### config.mk
export PLATFORM = sky130hd
export DESIGN_NAME = alu_arbiter
export DESIGN_NICKNAME = d
export VERILOG_FILES = /design/src/rtl/alu_arbiter.sv
export SDC_FILE = /design/constraint.sdc
export NUM_CORES = 1
export LEC_CHECK = 0
export ABC_AREA = 1
export BUFFER_PORTS_ARGS = -buffer_cell sky130_fd_sc_hd__buf_2
export CAP_MARGIN = 10
export CORE_UTILIZATION = 25
export CTS_BUF_LIST = sky130_fd_sc_hd__clkbuf_4 sky130_fd_sc_hd__clkbuf_8
export CTS_CLUSTER_SIZE = 25
export DETAILED_ROUTE_END_ITERATION = 10
export SETUP_SLACK_MARGIN = 0.5
export SLEW_MARGIN = 25
export SYNTH_ARGS = -nofsm -noshare
export SYNTH_HDL_FRONTEND = slang
export SYNTH_SLANG_ARGS = --single-unit
### constraint.sdc
create_clock -name clk -period 1.4 [get_ports clk]
set_input_delay 0.28 -clock clk [delete_from_list [all_inputs] [get_ports clk]]
set_output_delay 0.28 -clock clk [all_outputs]
set_load 0.005 [all_outputs]
### src/rtl/alu_arbiter.sv
// alu_arbiter: round-robin sharing of one combinational ALU; define ALU_ARB_DIV_MULTICYCLE_EN for multi-cycle divide
module alu_arbiter #(
  parameter int WIDTH = 32,
  parameter int NREQ = 2,
  parameter int DIV_CYCLES = 4
) (
  input  logic                  clk,
  input  logic                  rst,
  input  logic [NREQ-1:0]       req_valid,
  input  logic [4*NREQ-1:0]     req_op,
  input  logic [WIDTH*NREQ-1:0] req_a,
  input  logic [WIDTH*NREQ-1:0] req_b,
  output logic [NREQ-1:0]       req_ready,
  output logic [NREQ-1:0]       rsp_valid,
  output logic [WIDTH-1:0]      rsp_result,
  output logic [3:0]            rsp_flags,
  output logic [3:0]            alu_ctrl,
  output logic [WIDTH-1:0]      alu_op1,
  output logic [WIDTH-1:0]      alu_op2,
  input  logic [WIDTH-1:0]      alu_result,
  input  logic [3:0]            alu_flags
);
  localparam int PW = $clog2(NREQ);
  localparam logic [3:0] MOV = 4'b1000;
  typedef enum logic [1:0] {IDLE, EXEC, RESP} state_t;
  state_t state_q, state_d;
  logic [PW-1:0] rr_ptr_q, rr_ptr_d, idx_q, idx_d, pick;
  logic [NREQ-1:0] rsp_valid_q, rsp_valid_d;
  logic [WIDTH-1:0] rsp_result_q, rsp_result_d, alu_op1_q, alu_op1_d, alu_op2_q, alu_op2_d;
  logic [3:0] rsp_flags_q, rsp_flags_d, alu_ctrl_q, alu_ctrl_d;
  logic found, accept, last;
  if (DIV_CYCLES < 1 || NREQ < 2 || NREQ > 8) begin : g_bad_param
    $error("alu_arbiter: parameter out of range");
  end
  // first pending requester at or above rr_ptr, wrapping modulo NREQ
  always_comb begin
    found = 1'b0;
    pick = '0;
    for (int k = NREQ - 1; k >= 0; k--) begin
      if (req_valid[(int'(rr_ptr_q) + k) % NREQ]) begin
        found = 1'b1;
        pick = PW'((int'(rr_ptr_q) + k) % NREQ);
      end
    end
  end
  assign accept = !rst && found && state_q != EXEC;
  assign req_ready = accept ? NREQ'(1) << pick : '0;
`ifdef ALU_ARB_DIV_MULTICYCLE_EN
  localparam int CW = $clog2(DIV_CYCLES + 1);
  logic [CW-1:0] cnt_q, cnt_d;
  assign last = cnt_q == '0;
  // divide hold counter, loaded at accept and counted down through EXEC
  always_comb begin
    cnt_d = cnt_q;
    if (accept) cnt_d = req_op[4*pick +: 4] == 4'b0011 ? CW'(DIV_CYCLES - 1) : '0;
    else if (state_q == EXEC && !last) cnt_d = cnt_q - 1'b1;
  end
  // divide counter register
  always_ff @(posedge clk) cnt_q <= rst ? '0 : cnt_d;
`else
  assign last = 1'b1;
`endif
  // next state, operand latch into the ALU drive registers, response capture
  always_comb begin
    state_d = state_q;
    rr_ptr_d = rr_ptr_q;
    idx_d = idx_q;
    alu_ctrl_d = MOV;
    alu_op1_d = '0;
    alu_op2_d = '0;
    rsp_valid_d = '0;
    rsp_result_d = rsp_result_q;
    rsp_flags_d = rsp_flags_q;
    if (accept) begin
      state_d = EXEC;
      idx_d = pick;
      rr_ptr_d = PW'((int'(pick) + 1) % NREQ);
      alu_ctrl_d = req_op[4*pick +: 4];
      alu_op1_d = req_a[WIDTH*pick +: WIDTH];
      alu_op2_d = req_b[WIDTH*pick +: WIDTH];
    end else if (state_q == EXEC && last) begin
      state_d = RESP;
      rsp_valid_d = NREQ'(1) << idx_q;
      rsp_result_d = alu_result;
      rsp_flags_d = alu_flags;
    end else if (state_q == EXEC) begin
      alu_ctrl_d = alu_ctrl_q;
      alu_op1_d = alu_op1_q;
      alu_op2_d = alu_op2_q;
    end else begin
      state_d = IDLE;
    end
  end
  // state and output registers; reset discards any in-flight operation
  always_ff @(posedge clk) begin
    if (rst) begin
      state_q <= IDLE;
      rr_ptr_q <= '0;
      idx_q <= '0;
      rsp_valid_q <= '0;
      rsp_result_q <= '0;
      rsp_flags_q <= '0;
      alu_ctrl_q <= 4'b0000;
      alu_op1_q <= '0;
      alu_op2_q <= '0;
    end else begin
      state_q <= state_d;
      rr_ptr_q <= rr_ptr_d;
      idx_q <= idx_d;
      rsp_valid_q <= rsp_valid_d;
      rsp_result_q <= rsp_result_d;
      rsp_flags_q <= rsp_flags_d;
      alu_ctrl_q <= alu_ctrl_d;
      alu_op1_q <= alu_op1_d;
      alu_op2_q <= alu_op2_d;
    end
  end
  assign rsp_valid = rsp_valid_q;
  assign rsp_result = rsp_result_q;
  assign rsp_flags = rsp_flags_q;
  assign alu_ctrl = alu_ctrl_q;
  assign alu_op1 = alu_op1_q;
  assign alu_op2 = alu_op2_q;
endmodule

==> qor.csv <==
metric;value;unit
cts-hold-fix-buffers;0;
layout_common_cells;244 x buf_2, 205 x nand2_1, 55 x dfxtp_2;
post_drt_wl_per_cell;13.39;um
rsz0062_at_grt;yes;
clk_pin_slew;0.11;ns
grt_max_degree;42;
post_drt_via_cell_ratio;4.177;
fill_cells;1449;
crit_slowest_cell;dfxtp_2;
drt-total-wl;13.27;mm
first_pass_iters;4;
die_h;123.8;um
grtUsageTotal;15.00;%
p_leak;3.646;nW
clkLatencyLatePin;0.38;ns
power_density;1040;nW/um^2
setup_viol;31;
whs;0.07800;ns
power;7.161;mW
dp_slack;0.03953;ns
fmax;657.8;MHz
clk_path_buf_depth;2;
drive_above_1_share;59.23;%
cts_root_buffer;clkbuf_8;
area_growth;85.69;%
io_pins;284;
final_nets;978;
maxCapViolCount;0;
endpoint_kind;primary output;
worstMarginPinSlew;0.5984;ns
grt-ovfl-total;0;
slew_viol_final;0;
grt_pass1_vias;3587;
mostFrequentLayoutCell;buf_2;
syn_area;3707;sq um
critPathBufInv;2;
yosys_warnings;0;
fin_skew;0.01444;ns
worstHoldPathType;primary input to flip-flop;
htreeDepth;3;
finalHoldViolations;0;
required;1.12;ns
path_class;flip-flop to primary output;
outcome;finished, violations left;
final_antenna_net_count;0;
ys_types;17;
cp_max_fo;4;
port_buffers;283;
antenna_cells;0;
layout_setup_ws;-0.1202;ns
vdd_ir_drop_max;0.8111;mV
num_rows;44;
fp.dieArea;15320;sq um
fin_crit_sh;108.6;%
yosysSeqAreaShare;59.40;%
ys_seq_elements;110;
grt_pass1_wl;17.26;mm
avgSynthCellArea;7.805;sq um
drc;0;
antenna_found_initial;1;
cts_tree;done;
vias;4139;
slowest_delay;0.34;ns
cts.sinks;110;
crit_arrival;1.24;ns
core-area;14480;sq um
worst_setup_path_start_kind;flip-flop;
worstPathCellList;inv_2, nand2_4, nand3_4, nor2_4, buf_6;
gp_congestion;0.7661;
violations;negative setup slack;
start_util;25.60;%
synth_nets;651;
relSlewSlack;60.11;%
syn_inst;475;
first_iter_violations;197;
place_hpwl;8.381;mm
die_w;123.8;um
numCtsBuffers;9;
cp_top_family;simple AND/OR/NAND/NOR gates;
timing.final.crit_period;1.520;ns
==> final cells by class <==
type | instances | area [sq um] | share of cell area [%]
clock buffers | 9 | 123.9 | 1.799
clock inverters | 7 | 82.58 | 1.200
inverters | 10 | 53.80 | 0.7815
multi-input cells | 329 | 1569 | 22.79
flip-flops and latches | 110 | 2275 | 33.04
well taps | 184 | 230.2 | 3.344
repair buffers | 342 | 2550 | 37.04
==> worst paths after layout <==
check	from	to	slack, ns	cells after the start
worst min-delay path	req_b[60]	alu_op2[28]	0.08	3
worst min register to register	idx_q	rsp_valid[0]	0.43	1
worst max-delay path	state_q[1]	req_ready[1]	-0.12	5
worst max register to register	state_q[1]	alu_op2[27]	-0.06	9
==> per-layer routing <==
metal / wire length, um / part of all wire (%) / track usage, %
met1: 5333 / 40 / 17.20
met2: 6760 / 51 / 25.49
met3: 919 / 6.9 / 4.899
met4: 243 / 1.8 / 6.250
met5: 13 / 0.098 / 0
==> where the power goes <==
part / switching [mW] / leakage, nW / internal (mW)
Clock: 1.16 / 0.103 / 0.856
Sequential: 0.109 / 0.927 / 3.40
Combinational: 0.696 / 2.62 / 0.939
==> sequential cells by signal (all words and copies together) (netlist names) <==
register and flops:
rsp_valid 2, rsp_flags 4, rsp_result 32, idx_q 1, alu_op2 32, alu_ctrl 4, alu_op1 32, rr_ptr_q 1
state_q 2
==> what timing repair did <==
action	4_1_cts	5_1_grt
cloned	6	7
setup buffers	13	19
endpoints found under the setup margin	217	218
endpoints found under the hold margin	0	0
resized for setup	121	113
pin swaps	3	28
==> metrics by stage <==
stage | setup TNS [ns] | util, % | instances | cell area, sq um
6_report | -1.448 | 47.55 | 991 | 6884
5_1_grt | -5.302 | 47.55 | 991 | 6884
4_1_cts | -2.375 | 42.68 | 965 | 6180
3_5_place_dp | 0 | 36.97 | 930 | 5353
3_3_place_gp | 0 | 36.97 | 930 | 5353
2_1_floorplan | 0 | - | 475 | 3780
==> worst register-to-register path, stage by stage (launching register included) <==
cell and delay, ns:
dfxtp_2 0.34, inv_2 0.04, nand2_4 0.08, nand3_4 0.11, nor2_4 0.17, buf_4 0.15, buf_12 0.14, bufbuf_16 0.28
nand2_1 0.05, nand2_1 0.05
==> cells by family (layout without fill, tap and decap cells) <==
kind of cell / after synthesis / in the layout / share of synthesized area (%)
and+or+nand+nor: 291 / 291 / 30.34
DFF: 110 / 110 / 59.40
AOI/OAI and AO/OA: 38 / 38 / 5.130
buffers and inverters: 36 / 368 / 5.130
==> Yosys cell counts (all sizes together) <==
cell type,number,area (sq um)
a21oi,1,5.000
buf,19,125.1
clkbuf,7,27.52
dfxtp,110,2202
inv,10,37.54
nand2,210,790.8
nand3,2,22.52
nor2,79,311.5
o21ai,37,185.2
(Power assumes the default switching activity.)
